[config.mk]
export PLATFORM = sky130hd
export DESIGN_NAME = uart_rx_buf_flat
export DESIGN_NICKNAME = d
export VERILOG_FILES = /design/src/rtl/uart_rx_buf_if.sv /design/src/rtl/uart_rx_buf.sv /design/src/flat_wrapper.sv
export SDC_FILE = /design/constraint.sdc
export NUM_CORES = 1
export LEC_CHECK = 0
export BUFFER_PORTS_ARGS = -buffer_cell sky130_fd_sc_hd__clkbuf_2
export CAP_MARGIN = 20
export CORE_UTILIZATION = 60
export CTS_CLUSTER_SIZE = 40
export DETAILED_ROUTE_END_ITERATION = 10
export PLACE_DENSITY = 0.79
export SETUP_SLACK_MARGIN = 0.02
export SYNTH_ARGS = -nofsm -noshare
export SYNTH_HDL_FRONTEND = slang
export SYNTH_SLANG_ARGS = --single-unit
[constraint.sdc]
create_clock -name clk -period 3 [get_ports clk]
set_clock_uncertainty 0.15 [all_clocks]
set_input_delay 0.3 -clock clk [delete_from_list [all_inputs] [get_ports clk]]
set_output_delay 0.3 -clock clk [all_outputs]
set_load 0.05 [all_outputs]
[src/rtl/uart_rx_buf_if.sv]
// Receive-side handshake bundle between uart_rx_buf (master) and its consumer (slave).
interface uart_rx_buf_if #(
   parameter int PAYLOAD_BITS = 8,
   parameter int FIFO_DEPTH   = 4
) ();
   localparam int LW = $clog2(FIFO_DEPTH) + 1;

   logic                    rx_read;
   logic                    rx_valid;
   logic [PAYLOAD_BITS-1:0] rx_data;
   logic                    rx_frame_err;
   logic                    rx_parity_err;
   logic                    rx_overflow;
   logic                    rx_ovf_clr;
   logic [LW-1:0]           rx_level;

   modport master (
      input  rx_read, rx_ovf_clr,
      output rx_valid, rx_data, rx_frame_err, rx_parity_err, rx_overflow, rx_level
   );

   modport slave (
      output rx_read, rx_ovf_clr,
      input  rx_valid, rx_data, rx_frame_err, rx_parity_err, rx_overflow, rx_level
   );
endinterface

[src/rtl/uart_rx_buf.sv]
// UART receiver feeding a first-word-fall-through FIFO with per-entry error flags and RTS flow control.
// Optional 2-of-3 majority bit sampling is enabled by defining UART_RX_MAJORITY_EN.
module uart_rx_buf #(
   parameter int CLK_HZ       = 50_000_000,
   parameter int BIT_RATE     = 9600,
   parameter int PAYLOAD_BITS = 8,
   parameter int STOP_BITS    = 1,
   parameter int PARITY       = 0,
   parameter int FIFO_DEPTH   = 4
) (
   input  logic          clk,
   input  logic          resetn,
   input  logic          uart_rxd,
   output logic          uart_rts,
   uart_rx_buf_if.master rx
);
   localparam int CPB = CLK_HZ / BIT_RATE;
   localparam int CW  = $clog2(CPB);
   localparam int PW  = $clog2(FIFO_DEPTH);
   localparam int LW  = PW + 1;
   localparam int EW  = PAYLOAD_BITS + 2;
`ifdef UART_RX_MAJORITY_EN
   localparam int SAMPLE_AT = CPB / 2 + 1;
`else
   localparam int SAMPLE_AT = CPB / 2;
`endif
   localparam logic [CW-1:0] CNT_SAMPLE = CW'(SAMPLE_AT);
   localparam logic [CW-1:0] CNT_LAST   = CW'(CPB - 1);
   localparam logic [3:0]    LAST_DATA  = 4'(PAYLOAD_BITS - 1);
   localparam logic [3:0]    LAST_STOP  = 4'(STOP_BITS - 1);
   localparam logic          ODD_PAR    = (PARITY == 1);

   typedef enum logic [2:0] {S_IDLE, S_START, S_DATA, S_PARITY, S_STOP} state_t;

   logic [1:0] sync_q, sync_d;
   logic       rxd_s;
   logic       bit_val;

   state_t                  state_q;
   logic [CW-1:0]           cnt_q;
   logic [3:0]              bit_idx_q;
   logic [PAYLOAD_BITS-1:0] shift_q;
   logic                    frame_err_q;
   logic                    par_err_q;
   logic                    wait_high_q;

   logic          push;
   logic [EW-1:0] push_word;

   always_comb sync_d = {sync_q[0], uart_rxd};

   always_ff @(posedge clk) begin
      if (!resetn) sync_q <= 2'b11;
      else         sync_q <= sync_d;
   end

   assign rxd_s = sync_q[1];

`ifdef UART_RX_MAJORITY_EN
   logic [1:0] maj_q, maj_d;

   // Two early samples are held; the third is the live value at the decision count.
   always_comb begin
      maj_d = maj_q;
      if (cnt_q == CW'(CPB / 2 - 1)) maj_d[0] = rxd_s;
      if (cnt_q == CW'(CPB / 2))     maj_d[1] = rxd_s;
   end

   always_ff @(posedge clk) begin
      if (!resetn) maj_q <= 2'b11;
      else         maj_q <= maj_d;
   end

   assign bit_val = (maj_q[0] & maj_q[1]) | (maj_q[0] & rxd_s) | (maj_q[1] & rxd_s);
`else
   assign bit_val = rxd_s;
`endif

   always_ff @(posedge clk) begin
      if (!resetn) begin
         state_q     <= S_IDLE;
         cnt_q       <= '0;
         bit_idx_q   <= '0;
         shift_q     <= '0;
         frame_err_q <= 1'b0;
         par_err_q   <= 1'b0;
         wait_high_q <= 1'b0;
      end else begin
         cnt_q <= (state_q == S_IDLE || cnt_q == CNT_LAST) ? '0 : cnt_q + CW'(1);
         case (state_q)
            S_IDLE: begin
               // After a low stop bit the line must be seen high before a new start is trusted.
               if (wait_high_q) begin
                  if (rxd_s) wait_high_q <= 1'b0;
               end else if (!rxd_s) begin
                  state_q     <= S_START;
                  bit_idx_q   <= '0;
                  frame_err_q <= 1'b0;
                  par_err_q   <= 1'b0;
               end
            end
            S_START: begin
               if (cnt_q == CNT_SAMPLE && bit_val) state_q <= S_IDLE;
               else if (cnt_q == CNT_LAST)         state_q <= S_DATA;
            end
            S_DATA: begin
               if (cnt_q == CNT_SAMPLE) shift_q <= {bit_val, shift_q[PAYLOAD_BITS-1:1]};
               if (cnt_q == CNT_LAST) begin
                  if (bit_idx_q == LAST_DATA) begin
                     bit_idx_q <= '0;
                     state_q   <= (PARITY != 0) ? S_PARITY : S_STOP;
                  end else begin
                     bit_idx_q <= bit_idx_q + 4'd1;
                  end
               end
            end
            S_PARITY: begin
               if (cnt_q == CNT_SAMPLE) par_err_q <= (^{shift_q, bit_val}) ^ ODD_PAR;
               if (cnt_q == CNT_LAST)   state_q   <= S_STOP;
            end
            S_STOP: begin
               if (cnt_q == CNT_SAMPLE && !bit_val) frame_err_q <= 1'b1;
               if (cnt_q == CNT_SAMPLE && bit_idx_q == LAST_STOP) begin
                  state_q     <= S_IDLE;
                  bit_idx_q   <= '0;
                  wait_high_q <= frame_err_q | ~bit_val;
               end else if (cnt_q == CNT_LAST) begin
                  bit_idx_q <= bit_idx_q + 4'd1;
               end
            end
            default: state_q <= S_IDLE;
         endcase
      end
   end

   // The frame is pushed on the last stop sample itself, so the current sample joins frame_err.
   assign push      = (state_q == S_STOP) && (cnt_q == CNT_SAMPLE) && (bit_idx_q == LAST_STOP);
   assign push_word = {par_err_q, frame_err_q | ~bit_val, shift_q};

   logic [EW-1:0] mem [FIFO_DEPTH];
   logic [PW-1:0] wr_ptr_q, wr_ptr_d, rd_ptr_q, rd_ptr_d;
   logic [LW-1:0] level_q, level_d;
   logic [EW-1:0] head_q, head_d;
   logic          valid_q, valid_d;
   logic          ovf_q, ovf_d;
   logic          rts_q, rts_d;
   logic          pop, full, wr_en;

   always_comb begin
      pop      = rx.rx_read && valid_q;
      full     = (level_q == LW'(FIFO_DEPTH));
      wr_en    = push && (!full || pop);
      wr_ptr_d = wr_ptr_q + PW'(wr_en);
      rd_ptr_d = rd_ptr_q + PW'(pop);
      level_d  = level_q + LW'(wr_en) - LW'(pop);
      valid_d  = (level_d != '0);
      // Head register holds the next entry; bypass when that entry is being written now.
      if (level_d == '0)                       head_d = head_q;
      else if (wr_en && wr_ptr_q == rd_ptr_d)  head_d = push_word;
      else                                     head_d = mem[rd_ptr_d];
      if (push && full && !pop) ovf_d = 1'b1;
      else if (rx.rx_ovf_clr)   ovf_d = 1'b0;
      else                      ovf_d = ovf_q;
      rts_d = (level_q >= LW'(FIFO_DEPTH - 1));
   end

   always_ff @(posedge clk) begin
      if (wr_en) mem[wr_ptr_q] <= push_word;
   end

   always_ff @(posedge clk) begin
      if (!resetn) begin
         wr_ptr_q <= '0;
         rd_ptr_q <= '0;
         level_q  <= '0;
         head_q   <= '0;
         valid_q  <= 1'b0;
         ovf_q    <= 1'b0;
         rts_q    <= 1'b1;
      end else begin
         wr_ptr_q <= wr_ptr_d;
         rd_ptr_q <= rd_ptr_d;
         level_q  <= level_d;
         head_q   <= head_d;
         valid_q  <= valid_d;
         ovf_q    <= ovf_d;
         rts_q    <= rts_d;
      end
   end

   assign rx.rx_valid      = valid_q;
   assign rx.rx_data       = head_q[PAYLOAD_BITS-1:0];
   assign rx.rx_frame_err  = head_q[PAYLOAD_BITS];
   assign rx.rx_parity_err = head_q[PAYLOAD_BITS+1];
   assign rx.rx_overflow   = ovf_q;
   assign rx.rx_level      = level_q;
   assign uart_rts         = rts_q;
endmodule

[src/flat_wrapper.sv]
// flat-port wrapper written by rule: the top's interface ports become plain ports
module uart_rx_buf_flat 
#(
   parameter int CLK_HZ       = 50_000_000,
   parameter int BIT_RATE     = 9600,
   parameter int PAYLOAD_BITS = 8,
   parameter int STOP_BITS    = 1,
   parameter int PARITY       = 0,
   parameter int FIFO_DEPTH   = 4
)
  (clk, resetn, uart_rxd, uart_rts, rx_rx_read, rx_rx_ovf_clr, rx_rx_valid, rx_rx_data, rx_rx_frame_err, rx_rx_parity_err, rx_rx_overflow, rx_rx_level);
  uart_rx_buf_if #(.PAYLOAD_BITS(PAYLOAD_BITS), .FIFO_DEPTH(FIFO_DEPTH)) rx_i ();
  input  logic clk;
  input  logic resetn;
  input  logic uart_rxd;
  output logic uart_rts;
  input wire logic [$bits(rx_i.rx_read)-1:0] rx_rx_read;
  input wire logic [$bits(rx_i.rx_ovf_clr)-1:0] rx_rx_ovf_clr;
  output wire logic [$bits(rx_i.rx_valid)-1:0] rx_rx_valid;
  output wire logic [$bits(rx_i.rx_data)-1:0] rx_rx_data;
  output wire logic [$bits(rx_i.rx_frame_err)-1:0] rx_rx_frame_err;
  output wire logic [$bits(rx_i.rx_parity_err)-1:0] rx_rx_parity_err;
  output wire logic [$bits(rx_i.rx_overflow)-1:0] rx_rx_overflow;
  output wire logic [$bits(rx_i.rx_level)-1:0] rx_rx_level;
  assign rx_i.rx_read = rx_rx_read;
  assign rx_i.rx_ovf_clr = rx_rx_ovf_clr;
  assign rx_rx_valid = rx_i.rx_valid;
  assign rx_rx_data = rx_i.rx_data;
  assign rx_rx_frame_err = rx_i.rx_frame_err;
  assign rx_rx_parity_err = rx_i.rx_parity_err;
  assign rx_rx_overflow = rx_i.rx_overflow;
  assign rx_rx_level = rx_i.rx_level;
  uart_rx_buf #(.CLK_HZ(CLK_HZ), .BIT_RATE(BIT_RATE), .PAYLOAD_BITS(PAYLOAD_BITS), .STOP_BITS(STOP_BITS), .PARITY(PARITY), .FIFO_DEPTH(FIFO_DEPTH)) u_core (.clk(clk), .resetn(resetn), .uart_rxd(uart_rxd), .uart_rts(uart_rts), .rx(rx_i));
endmodule
==> run_results.csv <==
group,metric,value,unit
status,status,"finished with violations",
status,violations,"DRC",
sta,hold_viol,0,
floorplanning,core,6422,µm²
drt,viasPerCell,5.802,
clocking,h-tree-depth,3,
critical_path,end_kind,"flip-flop",
floorplanning,pin_count,21,
floorplanning,die_h,84.17,µm
critical_path,r2r_end,"u_core.head_q[1]",
clocking,cts_tree,"built",
sta,grt_setup_unrepaired,"false",
placed_design,hpwl,4891,µm
global_routing,grt_pass1_wl,12630,µm
synth,synth_flop_cell,"dfxtp_1",
synth,yosysTopAreaCell,"edfxtp_1",
synth,synth_area,4051,µm²
floorplanning,chipWidth,84.17,µm
sta,worst_slew_pin_slew,636.9,ps
floorplanning,num_rows,29,
synth,yosys_warnings,0,
sta,fmax,355.3,MHz
global_routing,use_met1,31.38,%
clocking,insertion_delay,350,ps
final_layout,nNetsFinal,382,
min_path,worstHoldStart,"rx_rx_ovf_clr",
min_path,hold_class,"in2reg",
synth,synth_enable_flop_cells,40,
synth,postSynthCellCount,334,
critical_path,critical_path_class,"reg2reg",
clocking,cts_buffer_depth,2,
global_routing,grt_start_max_net_pins,34,
critical_path,reg2reg_from,"u_core.cnt_q[1]",
sta,setup_viol,0,
min_path,whs_path_depth,3,
drt,first_pass_iters,7,
synth,yosysSeqAreaShare,55.84,%
drt,vias,2605,
final_layout,mostFrequentLayoutCell,"dfxtp_1",
final_layout,n_fill_cell,464,
pwr,p_leak,0.001804,µW
placed_design,gp_congestion,0.8766,
global_routing,antenna_found_initial,0,
sta,post-route-period-util,93.83,%
critical_path,r2r_cells,11,
pwr,power_density,677.8,nW/µm²
global_routing,grt_pass1_vias,2569,
clocking,cts_num_sinks,93,
final_layout,antenna_cells,0,
clocking,cts_buffers,9,
sta,finalSetupTns,0,ps
synth,ys_async_sr_fraction,0,%
critical_path,ff2ff_setup_slack,190,ps
drt,drtAntennaViolNets,0,
critical_path,cp.arrival,2900,ps
final_layout,area_delta_synth_final,10.87,%
floorplanning,dieArea,7085,µm²
sta,whs,126.3,ps
drt,wirelength,7522,µm
placed_design,port_buffers,20,
sta,max_slew_margin,57.54,%
flow_run,drv_cap,0,
critical_path,path_max_fanout,21,
drt,routedWlPerCell,16.75,µm
sta,fin_crit,2815,ps
final_layout,final_cell_mix,"52 x dfxtp_1, 40 x edfxtp_1, 27 x nor2_1",
placed_design,dp.cells,431,
critical_path,critPathRequiredTime,3080,ps
min_path,min_to,"u_core.rx.rx_overflow",
pwr,ir_drop,0.3567,mV
final_layout,drive_gt1_share,20.70,%
drt,drcViolationCount,4,
global_routing,grt.met2_usage,38.30,%
floorplanning,initial_core_util,63.08,%
synth,yosys.area.top_type_share,29.65,%
synth,ys_top_cells_by_area,"edfxtp_1 30%, dfxtp_1 26%, mux4_2 5.6%",
global_routing,overflow,0,
drt,first_iter_violations,250,
synth,avgSynthCellArea,12.13,µm²
pwr,finalPower,3045,µW
global_routing,use_met3,3.835,%
sta,drv_slew,0,
final_layout,instances_no_fill,449,
critical_path,startpoint_type,"flip-flop",
synth,synth_seq_cells,93,
global_routing,grt_usage,23.36,%
synth,synthesis.nets,349,
synth,ys_types,61,
clocking,cts.clk_slew.worst_paths,90,ps
clocking,clockRootBuffer,"clkbuf_8",
global_routing,grt-busiest-layer,"met2",
-- logic make-up (layout without fill, tap and decap cells) --
logic type,Yosys count,in the layout,synth area share (%)
simple gates,105,105,15.16
flops,93,93,55.84
compound gates,48,48,7.567
mux,29,29,10.28
buf+inv,26,64,2.903
xor+xnor,23,23,4.972
fa+ha+maj,10,10,3.274
-- final cells by class --
class,count,area (µm²),area share (%)
multi-input cells,215,1685,37.52
well taps,77,96.34,2.145
clock buffers,9,123.9,2.758
inverters,12,45.04,1.003
repair buffers,36,222.7,4.958
flip-flops and latches,93,2263,50.39
clock inverters,7,55.05,1.226
-- flip-flops by register name (all words and copies together), names as in the netlist --
register               cells
u_core.cnt_q              13
u_core.rd_ptr_q            2
u_core.rx.rx_level         3
u_core.shift_q             8
u_core.par_err_q           1
u_core.wait_high_q         1
u_core.rx.rx_valid         1
u_core.state_q             3
u_core.sync_q              2
u_core.mem                40
u_core.bit_idx_q           4
u_core.rx.rx_overflow      1
u_core.frame_err_q         1
u_core.wr_ptr_q            2
u_core.head_q             10
u_core.uart_rts            1
-- stage by stage --
step	util, %	area (µm²)	worst slack (ps)
2_1_floorplan	-	4051	190.6
3_3_place_gp	66.74	4287	199.5
3_5_place_dp	66.74	4287	69.78
4_1_cts	69.69	4476	53.28
5_1_grt	69.94	4492	27.47
6_report	69.94	4492	185.2
-- layer usage --
layer / vias to the layer above / part of all wire (%)
met1: 1243 / 45
met5: - / 0
met4: 0 / 0.61
met2: 71 / 49
met3: 4 / 4.8
li1: 1287 / -
-- critical path, cell delays in order (launching register included) --
cell and delay [ps]:
dfxtp_2 350, inv_1 50, ha_1 130, and4bb_2 290, nand4_1 160, nor2_2 140
ha_1 190, fa_1 440, or3_1 380, buf_4 210, o21ai_0 160, a21oi_1 60
-- cell usage after synthesis (all sizes together) (3+ instances only) --
cell type  count
a21oi         13
xnor2         11
and3          10
edfxtp        40
and2          10
nand4          3
dfxtp         53
inv           12
nor4           4
xor2          12
mux4          10
nand2         11
o21ai         17
nor3           3
and4bb         4
ha             9
nor2          29
mux2i         18
nand3         11
clkbuf         9
nand2b         4
buf            5
-- worst max-delay path by stage --
stage,startpoint,end,cells after the start
2_1_floorplan,u_core.state_q[1],u_core.head_q[0],10
5_1_grt,u_core.cnt_q[1],u_core.head_q[1],11
3_3_place_gp,u_core.bit_idx_q[0],u_core.head_q[6],11
4_1_cts,u_core.bit_idx_q[0],u_core.head_q[0],11
3_5_place_dp,u_core.bit_idx_q[0],u_core.head_q[0],11
6_report,u_core.cnt_q[1],u_core.head_q[1],11
-- where the power goes --
| group | switching (µW) | internal (µW) | total (µW) |
|---|---|---|---|
| Sequential | 46.7 | 1390 | 1440 |
| Combinational | 564 | 281 | 846 |
| Clock | 448 | 310 | 759 |
-- timing repair --
action | in CTS | in global routing
setup endpoints to repair | 0 | 11
resized for setup | 0 | 6
hold endpoints to repair | 1 | 0
setup buffers | 0 | 1
hold buffers | 1 | 0
No activity file was read; power rests on OpenSTA's default activity.
